--- src/rtl/lcd_text_buffer_ctrl_if.sv ---
// Bundle of the display-read, host-write and character-RAM signals of the
// LCD text buffer controller.
//   slave  : the controller side (lcd_text_buffer_ctrl)
//   master : the environment side (font stage, host, RAM)
// Signals:
//   disp_req/disp_column/disp_row        display read request and coordinates
//   disp_character/disp_valid            read result, two cycles after request
//   host_valid/host_ready                host write handshake
//   host_column/host_row/host_character  host write coordinates and data
//   host_clear                           clear-screen request
//   busy                                 clear sequence in progress
//   ram_address/ram_write_enable/ram_write_data/ram_read_data  RAM port
interface lcd_text_buffer_ctrl_if #(
    parameter int unsigned ADDR_WIDTH = 8
) ();
    logic                  disp_req;
    logic [6:0]            disp_column;
    logic [5:0]            disp_row;
    logic [6:0]            disp_character;
    logic                  disp_valid;
    logic                  host_valid;
    logic                  host_ready;
    logic [6:0]            host_column;
    logic [5:0]            host_row;
    logic [6:0]            host_character;
    logic                  host_clear;
    logic                  busy;
    logic [ADDR_WIDTH-1:0] ram_address;
    logic                  ram_write_enable;
    logic [6:0]            ram_write_data;
    logic [6:0]            ram_read_data;

    modport slave (
        input  disp_req, disp_column, disp_row,
        output disp_character, disp_valid,
        input  host_valid, host_column, host_row, host_character, host_clear,
        output host_ready, busy,
        output ram_address, ram_write_enable, ram_write_data,
        input  ram_read_data
    );

    modport master (
        output disp_req, disp_column, disp_row,
        input  disp_character, disp_valid,
        output host_valid, host_column, host_row, host_character, host_clear,
        input  host_ready, busy,
        input  ram_address, ram_write_enable, ram_write_data,
        output ram_read_data
    );
endinterface

--- src/rtl/lcd_text_buffer_ctrl.sv ---
// LCD text buffer controller: shares one single-port character RAM between
// display reads (highest priority), the clear-screen sweep and host writes.
// Display reads answer at a fixed latency of 2 cycles.
// Ports:
//   clock  system clock, all logic on posedge
//   reset  synchronous, active-high
//   bus    lcd_text_buffer_ctrl_if.slave (display, host and RAM signals)
module lcd_text_buffer_ctrl #(
    parameter int unsigned COLUMNS    = 25,
    parameter int unsigned ROWS       = 8,
    parameter int unsigned ADDR_WIDTH = 8
) (
    input logic                   clock,
    input logic                   reset,
    lcd_text_buffer_ctrl_if.slave bus
);
    localparam logic [6:0]            Space    = 7'h20;
    localparam logic [ADDR_WIDTH-1:0] LastAddr = ADDR_WIDTH'(ROWS * COLUMNS - 1);

    typedef enum logic [0:0] {StClear, StIdle} state_e;

    state_e                state_q, state_d;
    logic [ADDR_WIDTH-1:0] clear_count_q, clear_count_d;
    logic                  rd_pend_q, rd_pend_d;    // read issued last cycle
    logic                  rd_oor_q, rd_oor_d;      // that read was out of range
    logic                  disp_valid_q, disp_valid_d;
    logic [6:0]            disp_char_q, disp_char_d;

    logic                  disp_in_range, host_in_range;
    logic [ADDR_WIDTH-1:0] disp_addr, host_addr;
    logic                  host_ready;
    logic [ADDR_WIDTH-1:0] ram_address;
    logic                  ram_write_enable;
    logic [6:0]            ram_write_data;

    assign disp_in_range = (32'(bus.disp_column) < COLUMNS) && (32'(bus.disp_row) < ROWS);
    assign host_in_range = (32'(bus.host_column) < COLUMNS) && (32'(bus.host_row) < ROWS);
    assign disp_addr = ADDR_WIDTH'(32'(bus.disp_row) * COLUMNS + 32'(bus.disp_column));
    assign host_addr = ADDR_WIDTH'(32'(bus.host_row) * COLUMNS + 32'(bus.host_column));

    always_comb begin
        state_d          = state_q;
        clear_count_d    = clear_count_q;
        rd_pend_d        = 1'b0;
        rd_oor_d         = 1'b0;
        disp_valid_d     = 1'b0;
        disp_char_d      = disp_char_q;
        ram_address      = '0;
        ram_write_enable = 1'b0;
        ram_write_data   = 7'h00;

        host_ready = ~reset & (state_q == StIdle) & ~bus.disp_req & ~bus.host_clear;

        // RAM port arbitration: display read > clear write > host write.
        // Nothing touches the RAM while reset is held.
        if (!reset) begin
            if (bus.disp_req) begin
                rd_pend_d = 1'b1;
                rd_oor_d  = ~disp_in_range;
                if (disp_in_range) begin
                    ram_address = disp_addr;
                end
            end else if (state_q == StClear) begin
                ram_address      = clear_count_q;
                ram_write_enable = 1'b1;
                ram_write_data   = Space;
            end else if (bus.host_valid && host_ready && host_in_range) begin
                ram_address      = host_addr;
                ram_write_enable = 1'b1;
                ram_write_data   = bus.host_character;
            end
        end

        // Second pipeline stage: RAM data is valid now, register it for N+2.
        if (rd_pend_q) begin
            disp_valid_d = 1'b1;
            disp_char_d  = rd_oor_q ? Space : bus.ram_read_data;
        end

        if (state_q == StClear) begin
            if (bus.host_clear) begin
                clear_count_d = '0;
            end else if (!bus.disp_req) begin
                if (clear_count_q == LastAddr) begin
                    state_d       = StIdle;
                    clear_count_d = '0;
                end else begin
                    clear_count_d = clear_count_q + 1'b1;
                end
            end
        end else if (bus.host_clear) begin
            state_d       = StClear;
            clear_count_d = '0;
        end
    end

    always_ff @(posedge clock) begin
        if (reset) begin
            state_q       <= StClear;
            clear_count_q <= '0;
            rd_pend_q     <= 1'b0;
            rd_oor_q      <= 1'b0;
            disp_valid_q  <= 1'b0;
            disp_char_q   <= Space;
        end else begin
            state_q       <= state_d;
            clear_count_q <= clear_count_d;
            rd_pend_q     <= rd_pend_d;
            rd_oor_q      <= rd_oor_d;
            disp_valid_q  <= disp_valid_d;
            disp_char_q   <= disp_char_d;
        end
    end

    assign bus.disp_valid       = disp_valid_q;
    assign bus.disp_character   = disp_char_q;
    assign bus.busy             = (state_q == StClear);
    assign bus.host_ready       = host_ready;
    assign bus.ram_address      = ram_address;
    assign bus.ram_write_enable = ram_write_enable;
    assign bus.ram_write_data   = ram_write_data;
endmodule

--- src/flat_wrapper.sv ---
// flat-port wrapper written by rule: the top's interface ports become plain ports
module lcd_text_buffer_ctrl_flat 
#(
    parameter int unsigned COLUMNS    = 25,
    parameter int unsigned ROWS       = 8,
    parameter int unsigned ADDR_WIDTH = 8
)
  (clock, reset, bus_disp_req, bus_disp_column, bus_disp_row, bus_disp_character, bus_disp_valid, bus_host_valid, bus_host_column, bus_host_row, bus_host_character, bus_host_clear, bus_host_ready, bus_busy, bus_ram_address, bus_ram_write_enable, bus_ram_write_data, bus_ram_read_data);
  lcd_text_buffer_ctrl_if #(.ADDR_WIDTH(ADDR_WIDTH)) bus_i ();
  input logic clock;
  input logic reset;
  input wire logic [$bits(bus_i.disp_req)-1:0] bus_disp_req;
  input wire logic [$bits(bus_i.disp_column)-1:0] bus_disp_column;
  input wire logic [$bits(bus_i.disp_row)-1:0] bus_disp_row;
  output wire logic [$bits(bus_i.disp_character)-1:0] bus_disp_character;
  output wire logic [$bits(bus_i.disp_valid)-1:0] bus_disp_valid;
  input wire logic [$bits(bus_i.host_valid)-1:0] bus_host_valid;
  input wire logic [$bits(bus_i.host_column)-1:0] bus_host_column;
  input wire logic [$bits(bus_i.host_row)-1:0] bus_host_row;
  input wire logic [$bits(bus_i.host_character)-1:0] bus_host_character;
  input wire logic [$bits(bus_i.host_clear)-1:0] bus_host_clear;
  output wire logic [$bits(bus_i.host_ready)-1:0] bus_host_ready;
  output wire logic [$bits(bus_i.busy)-1:0] bus_busy;
  output wire logic [$bits(bus_i.ram_address)-1:0] bus_ram_address;
  output wire logic [$bits(bus_i.ram_write_enable)-1:0] bus_ram_write_enable;
  output wire logic [$bits(bus_i.ram_write_data)-1:0] bus_ram_write_data;
  input wire logic [$bits(bus_i.ram_read_data)-1:0] bus_ram_read_data;
  assign bus_i.disp_req = bus_disp_req;
  assign bus_i.disp_column = bus_disp_column;
  assign bus_i.disp_row = bus_disp_row;
  assign bus_disp_character = bus_i.disp_character;
  assign bus_disp_valid = bus_i.disp_valid;
  assign bus_i.host_valid = bus_host_valid;
  assign bus_i.host_column = bus_host_column;
  assign bus_i.host_row = bus_host_row;
  assign bus_i.host_character = bus_host_character;
  assign bus_i.host_clear = bus_host_clear;
  assign bus_host_ready = bus_i.host_ready;
  assign bus_busy = bus_i.busy;
  assign bus_ram_address = bus_i.ram_address;
  assign bus_ram_write_enable = bus_i.ram_write_enable;
  assign bus_ram_write_data = bus_i.ram_write_data;
  assign bus_i.ram_read_data = bus_ram_read_data;
  lcd_text_buffer_ctrl #(.COLUMNS(COLUMNS), .ROWS(ROWS), .ADDR_WIDTH(ADDR_WIDTH)) u_core (.clock(clock), .reset(reset), .bus(bus_i));
endmodule
--- config.mk ---
export PLATFORM = sky130hd
export DESIGN_NAME = lcd_text_buffer_ctrl_flat
export DESIGN_NICKNAME = d
export VERILOG_FILES = /design/src/rtl/lcd_text_buffer_ctrl_if.sv /design/src/rtl/lcd_text_buffer_ctrl.sv /design/src/flat_wrapper.sv
export SDC_FILE = /design/constraint.sdc
export NUM_CORES = 1
export LEC_CHECK = 0
export BUFFER_PORTS_ARGS = -buffer_cell sky130_fd_sc_hd__buf_2
export CAP_MARGIN = 20
export CORE_ASPECT_RATIO = 2
export CORE_MARGIN = 4
export CORE_UTILIZATION = 47
export DETAILED_ROUTE_END_ITERATION = 8
export PLACE_DENSITY = 0.78
export SLEW_MARGIN = 5
export SYNTH_ARGS = -nofsm -noshare
export SYNTH_HDL_FRONTEND = slang
export SYNTH_SLANG_ARGS = --single-unit
--- constraint.sdc ---
create_clock -name clock -period 2.55 [get_ports clock]
set_input_delay 0.1275 -clock clock [delete_from_list [all_inputs] [get_ports clock]]
set_output_delay 0.1275 -clock clock [all_outputs]
set_load 0.02 [all_outputs]
=== After elaboration in Yosys (flattened, before gate mapping) ===
Index checks and enable logic that the tools add are counted.

* Input port bits: 45
* Word-level logic and storage cells: 58
* Output and inout port bits: 26
* Register bits: 19

* $add $sub $neg: 3
* Order comparisons: 4
* Eq/ne operators: 3
* $mul: 2
* Reduce and logical (&&, ||, !) cells: 6
* Bitwise logic cells: 8
* Multiplexer cells: 26

{| class="wikitable"
|+ Operators with widths
! cell !! count
|-
| 8-bit two-way mux || 10
|-
| 7-bit two-way mux || 5
|-
| 8-bit by 7-bit adder with 8-bit output || 2
|-
| 6-bit by 5-bit multiplier with 8-bit output, second input constant || 2
|-
| 7-bit by 5-bit less-than comparator with 1-bit output, second input constant || 2
|-
| 6-bit by 4-bit less-than comparator with 1-bit output, second input constant || 2
|-
| 1-bit two-way mux || 11
|-
| 8-bit by 1-bit adder with 8-bit output, second input constant || 1
|-
| 8-bit equality test, second input constant || 1
|-
| 1-bit inverter || 5
|-
| 1-bit logical AND || 4
|-
| 1-bit bitwise AND || 3
|-
| 2-bit by 1-bit inequality test with 1-bit output, second input constant || 1
|-
| 2-bit inequality test, second input constant || 1
|-
| 2-bit AND reduction || 1
|-
| 2-bit OR reduction || 1
|}

=== Longest topological paths before layout ===
* Depth after elaboration: 10
* Mapped depth: 11
* Mapped depth without buffers: 11

=== Worst setup path before layout ===
Ideal clock, no wire load.

* Path type: input-to-output
* Start point: in bus_host_row[1]
* End point: out bus_ram_address[7]
* Data required time: 2.423 ns
* Stages: 11
* Data arrival time: 2.687 ns
* Setup slack: -0.265 ns
* Cells stage by stage: ha_1 -> inv_1 -> fa_1 -> fa_1 -> inv_1 -> ha_1 -> o21ai_0 -> o21bai_1 -> a21oi_1 -> xnor2_1 -> o21ai_0

* Longest elaborated chain between the ends: 7

{| class="wikitable"
|+ Ends and longest elaborated chain
! element !! line !! text
|-
| from (decl) || flat_wrapper.sv:19 || <nowiki>input wire logic [$bits(bus_i.host_row)-1:0] bus_host_row;</nowiki>
|-
| parallel branches: the longest is 3 deep, another holds 6-bit by 5-bit multiplier with 8-bit output || - ||
|-
| 8-bit two-way mux (*) || lcd_text_buffer_ctrl.sv:67 || <nowiki>end else if (bus.host_valid && host_ready && host_in_range) begin</nowiki>
|-
| 8-bit two-way mux (*) || lcd_text_buffer_ctrl.sv:63 || <nowiki>end else if (state_q == StClear) begin</nowiki>
|-
| 8-bit two-way mux (*) || lcd_text_buffer_ctrl.sv:57 || <nowiki>if (bus.disp_req) begin</nowiki>
|-
| 8-bit two-way mux (*) || lcd_text_buffer_ctrl.sv:56 || <nowiki>if (!reset) begin</nowiki>
|-
| to (decl) || flat_wrapper.sv:24 || <nowiki>output wire logic [$bits(bus_i.ram_address)-1:0] bus_ram_address;</nowiki>
|}

Every way passes the cells marked *.

=== Final worst setup path ===
* Start point: in bus_host_row[2]
* End point: out bus_ram_address[6]

The elaborated chain is that of the path after synthesis.

==> flow_summary.yaml <==
pwr:
  peakVddDrop_uv: 394
  leakage_nw: 1.51
  power.density_nw_per_um2: 421
critical_path:
  path_cells: "buf_12, ha_4, inv_2, fa_1, fa_1, inv_2, ha_4, o21a_1, or3_1, a32oi_1, o22ai_2, buf_6"
  crit_type: "in2out"
  cp_max_fo: 3
  crit_arrival_ps: 2700
  startpoint_type: "input port"
  cp-end-kind: "output pin"
  cp_slowest_cell: "fa_1"
  crit_path_max_incr_delay_ps: 520
  cp_data_required_time_ps: 2420
sta:
  relSlewSlack_pct: 68.0
  maxSlewViolCount: 0
  rsz0062_at_grt: "yes"
  period_share_pct: 111
  fmax_mhz: 353
  hold_ws_ps: 97.3
  fin_crit_ps: 2830
  hold_viol: 0
  setup_ws_ps: -282
  skew_ps: 0.381
  worstMarginPinSlew_ps: 473
  setup_viol: 3
synthesis:
  synthDistinctLibCells: 43
  synthFlopType: "dfxtp_1"
  syn_area_um2: 2160
  async_flop_share_pct: 0
  ys_ff_latch: 19
  avgSynthCellArea_um2: 8.60
  ys_seq_area_share_pct: 17.6
  synth.largest_area_cell: "ha_1"
  synth_edf_count: 0
  yosys-top-cells-area: "ha_1 (23%), dfxtp_1 (18%), fa_1 (11%)"
  yosys_warnings: 0
  yosysTopAreaCellShare_pct: 22.6
  synth_nets: 347
  syn_inst: 251
cells_and_area:
  nFillCells: 354
  antenna_cells: 0
  syn_to_final_growth_pct: 42.1
  multi_input_area_um2: 1780
  final_nets: 447
  layout_common_cells: "buf_2 (61), inv_1 (33), buf_4 (32)"
  final_common_cell: "buf_2"
  register_area_um2: 380
  stdcell_area_um2: 3070
  drive_gt1_share_pct: 38.6
drt:
  ant_nets: 0
  dr_total_vias: 2213
  remaining_drc_errors: 0
  wl_per_cell_um: 15.1
  dr.pass1.iters: 4
  routed_wl_um: 6090
  drt_iter0_drc: 35
  viasPerCell: 5.48
global_routing:
  grtUsageTotal_pct: 21.2
  overflow: 0
  grt_pass1_wl_um: 10100
  grt_pass1_vias: 2330
  grt_max_degree: 21
  antenna_found_initial: 0
die:
  ioPinCount: 71
  start_util_pct: 49.3
  rows: 34
  fp.dieH_um: 104
  core_um2: 4380
  die_width_um: 55.9
  fp.dieArea_um2: 5810
worst_hold_path:
  hp-class: "in2reg"
clocking:
  cts_tree: "done"
  cts_root_buffer: "clkbuf_8"
  cts_max_level: 1
  clock_sinks: 19
  cts_buffers: 3
  clkTransAtPathRegs_ps: 60
  clk_latency_ps: 250
  cts_buffer_depth: 2
status:
  violations: "negative setup slack"
  status: "finished with violations"
placement:
  place_congestion: 0.964
  dp_hpwl_um: 5020
  placed_area_um2: 2830
  io_buffer_count: 70
run:
  maxCapViolCount: 0
-- kinds of logic after synthesis --
kind of cell | count (synthesis) | share of synthesized area [%]
and+or+nand+nor | 63 | 16.2
muxes | 4 | 1.86
xor gates and xnor gates | 15 | 6.72
DFF | 19 | 17.6
adders and majority gates | 51 | 33.7
AOI/OAI and AO/OA | 54 | 15.8
buffers and inverters | 45 | 8.12
-- power by group --
group          internal, mW  switching (mW)  leakage (nW)
clock                 0.111          0.0904        0.0228
combinational         0.416           0.365          1.33
sequential            0.305         0.00518         0.155
-- path summary, 6_finish.rpt --
kind | startpoint | cells past startpoint | end | slack (ps)
setup / recovery | bus_host_row[2] | 12 | bus_ram_address[6] | -280
hold / removal | bus_ram_read_data[5] | 3 | u_core.bus.disp_character[5] | 100
setup reg to reg | u_core.clear_count_q[0] | 6 | u_core.clear_count_q[3] | 740
hold reg to reg | u_core.bus.disp_character[5] | 2 | u_core.bus.disp_character[5] | 490
-- cell usage after synthesis, types with 3 or more instances --
master    number
a211oi_1       3
a21o_1         3
a21oi_1       16
a22oi_1        3
and2_1         6
clkbuf_1       3
dfxtp_1       19
fa_1          12
ha_1          39
inv_1         39
mux2i_1        4
nand2_1        7
nand3_1        4
nor2_1        14
nor2b_1       10
nor3_1         7
o21ai_0       10
o22ai_1        8
xnor2_1        9
xor2_1         5
-- stage by stage --
stage	utilization, %	setup WS [ps]	std cells	power, mW	setup TNS (ps)
after floorplan	-	-14.3	251	0.752	-14.3
after global placement	64.5	-324	396	0.936	-767
after detailed placement	64.5	-353	396	0.962	-872
after CTS	69.0	-272	403	1.24	-646
after global routing	70.0	-373	404	1.40	-946
final	70.0	-282	404	1.29	-679
-- timing repair --
item,in CTS,in global routing
endpoints found under the setup margin,4,4
hold buffers,0,0
resized for setup,30,10
pin swaps,23,12
buffers inserted,3,1
-- cell type report --
type,count,share of cell area (%)
well taps,54,2.20
flip-flops and latches,19,12.4
repair buffers,101,21.1
multi-input cells,187,58.0
clock buffers,4,1.47
inverters,39,4.77
-- registers in the layout, indices dropped and copies added, names as in the netlist --
signal and cells:
u_core.rd_oor_q 1, u_core.bus.disp_valid 1, u_core.bus.disp_character 7, u_core.clear_count_q 8, u_core.state_q 1, u_core.rd_pend_q 1
-- critical path, delay by kind of cell --
kind,cells,cell delay (ps)
adders and majority gates,4,1470
and+or+nand+nor,1,320
AOI/OAI and AO/OA,3,460
buffers and inverters,4,330
-- layer usage --
layer	wire length [um]	track usage [%]	vias up
met5	0	0	-
met4	216	9.68	0
met3	295	3.24	19
met2	3560	41.9	71
met1	2020	20.6	1045
li1	-	-	1078
Note: power is estimated with default switching activity, not from simulation.
